[config.mk]
export PLATFORM = sky130hd
export DESIGN_NAME = blk_buf_pingpong_flat
export DESIGN_NICKNAME = d
export VERILOG_FILES = /design/src/rtl/blk_buf_pingpong_pkg.sv /design/src/rtl/blk_buf_pingpong_if.sv /design/src/rtl/blk_buf_pingpong_bank.sv /design/src/rtl/blk_buf_pingpong.sv /design/src/flat_wrapper.sv
export SDC_FILE = /design/constraint.sdc
export NUM_CORES = 1
export LEC_CHECK = 0
export BUFFER_PORTS_ARGS = -buffer_cell sky130_fd_sc_hd__clkbuf_2
export CAP_MARGIN = 20
export CORE_MARGIN = 5
export CORE_UTILIZATION = 26
export DETAILED_ROUTE_END_ITERATION = 10
export PLACE_DENSITY = 0.49
export SKIP_LAST_GASP = 1
export SLEW_MARGIN = 5
export SYNTH_ARGS = -nofsm -noshare
export SYNTH_HDL_FRONTEND = slang
export SYNTH_HIERARCHICAL = 1
export SYNTH_SLANG_ARGS = --single-unit
[constraint.sdc]
create_clock -name clk -period 5.79 [get_ports clk]
set_input_delay 0.579 -clock clk [delete_from_list [all_inputs] [get_ports clk]]
set_output_delay 0.579 -clock clk [all_outputs]
set_load 0.005 [all_outputs]
[src/rtl/blk_buf_pingpong_pkg.sv]
// Shared sizing defaults and bit-placement helper for the ping-pong block loader.
// Row 0 / column 0 always sits in the most significant word of a flattened block.
package blk_pkg;

    localparam int DEF_WORD_WIDTH = 8;
    localparam int DEF_BLK_DIM    = 4;
    localparam int DEF_ROW_W      = DEF_WORD_WIDTH * DEF_BLK_DIM;
    localparam int DEF_BLK_W      = DEF_ROW_W * DEF_BLK_DIM;
    localparam int DEF_CNT_W      = $clog2(DEF_BLK_DIM);

    // LSB position of word (r,c) inside a row-major, MSB-first flattened block
    function automatic int word_lsb(input int r, input int c, input int ww, input int dim);
        return (dim * dim - 1 - (r * dim + c)) * ww;
    endfunction

endpackage

[src/rtl/blk_buf_pingpong_if.sv]
// Row-stream input and block-output handshake bundle of the ping-pong loader.
// master = producer/consumer side, slave = the buffer itself.
interface blk_buf_pingpong_if
    import blk_pkg::*;
#(
    parameter int WORD_WIDTH = DEF_WORD_WIDTH,
    parameter int BLK_DIM    = DEF_BLK_DIM
);

    logic                                  in_valid;
    logic                                  in_ready;
    logic                                  in_sob;
    logic [WORD_WIDTH*BLK_DIM-1:0]         in_row;
    logic                                  out_valid;
    logic                                  out_release;
    logic [WORD_WIDTH*BLK_DIM*BLK_DIM-1:0] pe_block;
    logic                                  sob_err;

    modport master (
        output in_valid, in_sob, in_row, out_release,
        input  in_ready, out_valid, pe_block, sob_err
    );

    modport slave (
        input  in_valid, in_sob, in_row, out_release,
        output in_ready, out_valid, pe_block, sob_err
    );

endinterface

[src/rtl/blk_buf_pingpong_bank.sv]
// One block bank: BLK_DIM row registers, single row write port, flat read port.
// Contents clear on reset only; flush leaves data alone.
module blk_bank
    import blk_pkg::*;
#(
    parameter int WORD_WIDTH = DEF_WORD_WIDTH,
    parameter int BLK_DIM    = DEF_BLK_DIM
) (
    input  logic                                  clk,
    input  logic                                  rst_n,
    input  logic                                  i_we,
    input  logic [$clog2(BLK_DIM)-1:0]            i_addr,
    input  logic [WORD_WIDTH*BLK_DIM-1:0]         i_row,
    output logic [WORD_WIDTH*BLK_DIM*BLK_DIM-1:0] o_data
);

    localparam int ROW_W = WORD_WIDTH * BLK_DIM;
    localparam int CNT_W = $clog2(BLK_DIM);

    logic [ROW_W-1:0] r_rows [BLK_DIM];

    always_ff @(posedge clk or negedge rst_n) begin
        if (!rst_n) begin
            for (int i = 0; i < BLK_DIM; i++) begin
                r_rows[i] <= '0;
            end
        end else if (i_we) begin
            for (int i = 0; i < BLK_DIM; i++) begin
                if (i_addr == CNT_W'(i)) begin
                    r_rows[i] <= i_row;
                end
            end
        end
    end

    genvar gi;
    generate
        for (gi = 0; gi < BLK_DIM; gi++) begin : g_flat
            assign o_data[word_lsb(gi, BLK_DIM - 1, WORD_WIDTH, BLK_DIM) +: ROW_W] = r_rows[gi];
        end
    endgenerate

endmodule

[src/rtl/blk_buf_pingpong.sv]
// Double-buffered BLK_DIM x BLK_DIM block loader: fills one bank row by row
// while the PE array reads the other; supports release, sob resync and flush.
module blk_buf_pingpong
    import blk_pkg::*;
#(
    parameter int WORD_WIDTH = DEF_WORD_WIDTH,
    parameter int BLK_DIM    = DEF_BLK_DIM
) (
    input  logic               clk,
    input  logic               rst_n,
    input  logic               flush,
    blk_buf_pingpong_if.slave  bus
);

    localparam int BLK_W = WORD_WIDTH * BLK_DIM * BLK_DIM;
    localparam int CNT_W = $clog2(BLK_DIM);
    localparam logic [CNT_W-1:0] LAST_ROW = CNT_W'(BLK_DIM - 1);

    logic             r_wr_bank, r_wr_bank_next;
    logic             r_rd_bank, r_rd_bank_next;
    logic [CNT_W-1:0] r_wr_row,  r_wr_row_next;
    logic [1:0]       r_full,    r_full_next;
    logic             r_sob_err, r_sob_err_next;

    logic             w_accept;
    logic             w_resync;
    logic             w_last;
    logic             w_release;
    logic [CNT_W-1:0] w_eff_row;
    logic [1:0]       w_bank_we;
    logic [BLK_W-1:0] w_bank_data [2];

    assign bus.in_ready  = !r_full[r_wr_bank];
    assign bus.out_valid = r_full[r_rd_bank];
    assign bus.pe_block  = w_bank_data[r_rd_bank];
    assign bus.sob_err   = r_sob_err;

    assign w_accept  = bus.in_valid & bus.in_ready;
    assign w_release = bus.out_release & bus.out_valid;
    // A mid-block sob restarts the fill at row 0 of the same bank
    assign w_resync  = bus.in_sob & (r_wr_row != '0);
    assign w_eff_row = w_resync ? '0 : r_wr_row;
    assign w_last    = !w_resync && (r_wr_row == LAST_ROW);

    genvar gi;
    generate
        for (gi = 0; gi < 2; gi++) begin : g_bank
            assign w_bank_we[gi] = w_accept & !flush & (r_wr_bank == 1'(gi));

            blk_bank #(
                .WORD_WIDTH (WORD_WIDTH),
                .BLK_DIM    (BLK_DIM)
            ) u_bank (
                .clk    (clk),
                .rst_n  (rst_n),
                .i_we   (w_bank_we[gi]),
                .i_addr (w_eff_row),
                .i_row  (bus.in_row),
                .o_data (w_bank_data[gi])
            );
        end
    endgenerate

    always_comb begin
        r_wr_bank_next = r_wr_bank;
        r_rd_bank_next = r_rd_bank;
        r_wr_row_next  = r_wr_row;
        r_full_next    = r_full;
        r_sob_err_next = r_sob_err;
        if (flush) begin
            r_wr_bank_next = 1'b0;
            r_rd_bank_next = 1'b0;
            r_wr_row_next  = '0;
            r_full_next    = 2'b00;
            r_sob_err_next = 1'b0;
        end else begin
            if (w_release) begin
                r_full_next[r_rd_bank] = 1'b0;
                r_rd_bank_next         = !r_rd_bank;
            end
            // Release and completion never hit the same bank: a full bank blocks writes
            if (w_accept) begin
                if (w_resync) begin
                    r_wr_row_next  = CNT_W'(1);
                    r_sob_err_next = 1'b1;
                end else if (w_last) begin
                    r_full_next[r_wr_bank] = 1'b1;
                    r_wr_bank_next         = !r_wr_bank;
                    r_wr_row_next          = '0;
                end else begin
                    r_wr_row_next = r_wr_row + CNT_W'(1);
                end
            end
        end
    end

    always_ff @(posedge clk or negedge rst_n) begin
        if (!rst_n) begin
            r_wr_bank <= 1'b0;
            r_rd_bank <= 1'b0;
            r_wr_row  <= '0;
            r_full    <= 2'b00;
            r_sob_err <= 1'b0;
        end else begin
            r_wr_bank <= r_wr_bank_next;
            r_rd_bank <= r_rd_bank_next;
            r_wr_row  <= r_wr_row_next;
            r_full    <= r_full_next;
            r_sob_err <= r_sob_err_next;
        end
    end

endmodule

[src/flat_wrapper.sv]
// flat-port wrapper written by rule: the top's interface ports become plain ports
module blk_buf_pingpong_flat import blk_pkg::*;
#(
    parameter int WORD_WIDTH = DEF_WORD_WIDTH,
    parameter int BLK_DIM    = DEF_BLK_DIM
)
  (clk, rst_n, flush, bus_in_valid, bus_in_sob, bus_in_row, bus_out_release, bus_in_ready, bus_out_valid, bus_pe_block, bus_sob_err);
  blk_buf_pingpong_if #(.WORD_WIDTH(WORD_WIDTH), .BLK_DIM(BLK_DIM)) bus_i ();
  input  logic clk;
  input  logic rst_n;
  input  logic flush;
  input wire logic [$bits(bus_i.in_valid)-1:0] bus_in_valid;
  input wire logic [$bits(bus_i.in_sob)-1:0] bus_in_sob;
  input wire logic [$bits(bus_i.in_row)-1:0] bus_in_row;
  input wire logic [$bits(bus_i.out_release)-1:0] bus_out_release;
  output wire logic [$bits(bus_i.in_ready)-1:0] bus_in_ready;
  output wire logic [$bits(bus_i.out_valid)-1:0] bus_out_valid;
  output wire logic [$bits(bus_i.pe_block)-1:0] bus_pe_block;
  output wire logic [$bits(bus_i.sob_err)-1:0] bus_sob_err;
  assign bus_i.in_valid = bus_in_valid;
  assign bus_i.in_sob = bus_in_sob;
  assign bus_i.in_row = bus_in_row;
  assign bus_i.out_release = bus_out_release;
  assign bus_in_ready = bus_i.in_ready;
  assign bus_out_valid = bus_i.out_valid;
  assign bus_pe_block = bus_i.pe_block;
  assign bus_sob_err = bus_i.sob_err;
  blk_buf_pingpong #(.WORD_WIDTH(WORD_WIDTH), .BLK_DIM(BLK_DIM)) u_core (.clk(clk), .rst_n(rst_n), .flush(flush), .bus(bus_i));
endmodule
==> results.yml <==
pwr:
  swShare: 0.252
  clkPwrFrac: 0.406
  power.density_mw_per_mm2: 377
  peakVddDrop_v: 0.000177
  p_sw_mw: 1.34
  pwr-share-seq: 0.417
  p_int_mw: 3.98
  power_frac_comb: 0.177
  p_leak_nw: 6.85
  total_power_mw: 5.32
floorplan:
  die_w_um: 220
  die_height_um: 220
  rows: 77
  initial_core_util: 0.262
  core_sq_mm: 0.0439
  ios: 169
  fp.dieArea_sq_mm: 0.0485
sta:
  finalSetupViolCount: 0
  period_minus_slack_ps: 3250
  fmax_mhz: 308
  slew_headroom: 0.297
  fin_skew_ps: 18.8
  finalSetupTns_ps: 0
  period_share: 0.562
  tightest_slew_ps: 1050
  hold_viol: 0
  final_max_slew_viol_count: 0
  rsz0062_at_grt: "no"
grt:
  grt_pass1_vias: 7139
  grt_pass1_wl_um: 45800
  grt_antenna_before_repair: 1
  grt_max_degree: 138
  track_usage: 0.125
  gr-total-overflow: 0
clock_network:
  cts_buffers: 35
  post-cts-setup-buffers: 0
  clkSinkCount: 263
  clk_path_buf_depth: 3
  insertion_delay_ps: 530
  cts_resized: 0
  cts_tree: "built"
  cts.clk_slew.worst_paths_ps: 50
  hold_buffers: 0
  htreeDepth: 2
  cts-root-buf: "clkbuf_16"
setup_path:
  path_delay_family: "simple AND/OR/NAND/NOR gates"
  required_ps: 6190
  crit_slowest_cell: "nand3b_1"
  cp.arrival_ps: 3650
  crit_type: "flip-flop to flip-flop"
  cp_max_fo: 18
  end_kind: "flip-flop"
  critPathLaunchType: "flip-flop"
  critPathMaxStageDelay_ps: 910
  crit_chain: "inv_1 > ha_1 > nor2b_1 > nor2_1 > nand3b_1 > buf_4 > mux2_2"
  crit_buf_inv: 2
  r2r_setup_slack_ps: 2540
detailed_routing:
  firstDrtPassIters: 4
  drt-total-wl_um: 30300
  drc: 0
  drtAntennaViolNets: 0
  wl_per_cell_um: 19.8
  drt-vias-per-instance: 4.40
  first_iter_violations: 219
  via_count: 6715
synthesis:
  syn-num-nets: 772
  synthTopCellsByArea: "dfrtp_1 57%, mux2_2 37%, buf_2 1.0%, buf_6 0.88%, buf_4 0.39%"
  synth_ff_type: "dfrtp_1"
  synth_edf_count: 0
  synth-seq-cells: 263
  yosysSeqAreaShare: 0.573
  yosysUniqueCellTypes: 28
  yosys.area.top_type: "dfrtp_1"
  syn_inst: 732
  synth_area_sq_mm: 0.0115
  ys_warn_count: 6
  synth_top_area_frac: 0.573
  async_flop_share: 1.00
  syn_avg_cell_area_sq_um: 15.7
finish:
  fin_cells: 1526
  syn2layout_area_growth_pct: 22.8
  drive_above_1_share: 0.667
  fin_nets: 949
outcome:
  status: "finished, final reports clean"
placement:
  port_buffers: 168
  gp_congestion: 0.675
  hpwl_um: 19200
  dp.cells: 1463
worst_hold_path:
  hold_path.class: "input pin to async pin"
run:
  max-cap-violations: 0
[cells in the mapped netlist, types with 2 or more instances]
master	number
a21oi_1	3
buf_2	24
buf_4	6
buf_6	9
dfrtp_1	263
ha_1	2
inv_1	3
mux2_1	4
mux2_2	381
nand2_1	4
nand2b_1	2
nand3_1	4
nand3b_1	6
nor2_1	4
nor3_1	2
nor3b_2	2
o21ai_0	2
[registers in the layout, indices dropped and copies added (netlist names)]
| signal | count |
|---|---|
| u_core/r_wr_bank | 1 |
| u_core/g_bank.u_bank/o_data | 256 |
| u_core/r_rd_bank | 1 |
| u_core/r_wr_row | 2 |
| u_core/bus.sob_err | 1 |
| u_core/r_full | 2 |
[cell usage in the layout (no fill, tap or decap), types with 2 or more instances in the layout]
master / netlist / routed
nand2b_1: 2 / 2
nor3b_4: 0 / 2
nor3_1: 2 / 2
mux2_1: 4 / 4
o21ai_0: 2 / 2
clkbuf_1: 0 / 10
buf_4: 6 / 10
dfrtp_1: 263 / 262
a21oi_1: 3 / 3
nand2_1: 4 / 4
bufinv_16: 0 / 3
inv_1: 3 / 3
clkbuf_2: 1 / 167
clkbuf_8: 0 / 5
clkbuf_16: 0 / 36
nand3_2: 0 / 2
ha_1: 2 / 2
buf_12: 0 / 2
clkinv_2: 0 / 3
mux2_2: 381 / 381
nand3_1: 4 / 2
nor2_1: 4 / 4
nand3b_1: 6 / 6
[metal layers]
metal	track usage	up-vias	wire, um
met1	0.169	3523	13700
met2	0.198	131	14300
met3	0.0305	37	1670
li1	-	3024	-
met4	0.0395	0	599
met5	0	-	0
[stage by stage]
step / setup slack, ps / hold WS [ps] / instance area, sq um / util
2_1_floorplan: 3700 / 283 / 11500 / -
3_3_place_gp: 2370 / 462 / 12900 / 0.294
3_5_place_dp: 2370 / 473 / 12900 / 0.294
4_1_cts: 2220 / 203 / 14100 / 0.321
5_1_grt: 2330 / 243 / 14100 / 0.321
6_report: 2540 / 125 / 14100 / 0.321
[power groups by stage]
stage	combinational (mW)	clock [mW]	sequential (mW)
after floorplan	0.520	0	2.21
final	0.940	2.16	2.22
after global routing	1.05	2.31	2.25
after CTS	0.980	2.25	2.22
after global placement	0.968	0	2.25
after detailed placement	0.974	0	2.25
[cells by family after synthesis]
family / after synthesis / synth area share
multiplexers: 386 / 0.378
flip-flops: 263 / 0.573
buffers and inverters: 44 / 0.0249
AND/OR/NAND/NOR: 30 / 0.0179
AO/OA/AOI/OAI: 7 / 0.00403
adder cells (fa/ha/maj): 2 / 0.00218
[cell type report]
class,instances,area [sq um]
Clock inverter,10,146
Clock buffer,51,1010
Tap cell,592,741
Antenna cell,1,2.50
Sequential cell,263,6590
Inverter,4,15.0
Fill cell,4429,29800
Multi-Input combinational cell,425,4650
Timing Repair Buffer,180,966
[path summary, 6_finish.rpt]
path                                                           from                                  end  cells after the start
worst min-delay path                                          rst_n   u_core/g_bank[0].u_bank/o_data[89]                      1
worst max register to register                   u_core/r_wr_row[0]   u_core/g_bank[1].u_bank/o_data[59]                      7
worst max-delay path                             u_core/r_wr_row[0]   u_core/g_bank[1].u_bank/o_data[59]                      7
min in group clk                                    bus_out_release                     u_core/r_rd_bank                      2
max in group asynchronous                                     rst_n                     u_core/r_rd_bank                      2
worst min register to register  u_core/g_bank[1].u_bank/o_data[124]  u_core/g_bank[1].u_bank/o_data[124]                      1
(Power assumes the default switching activity.)
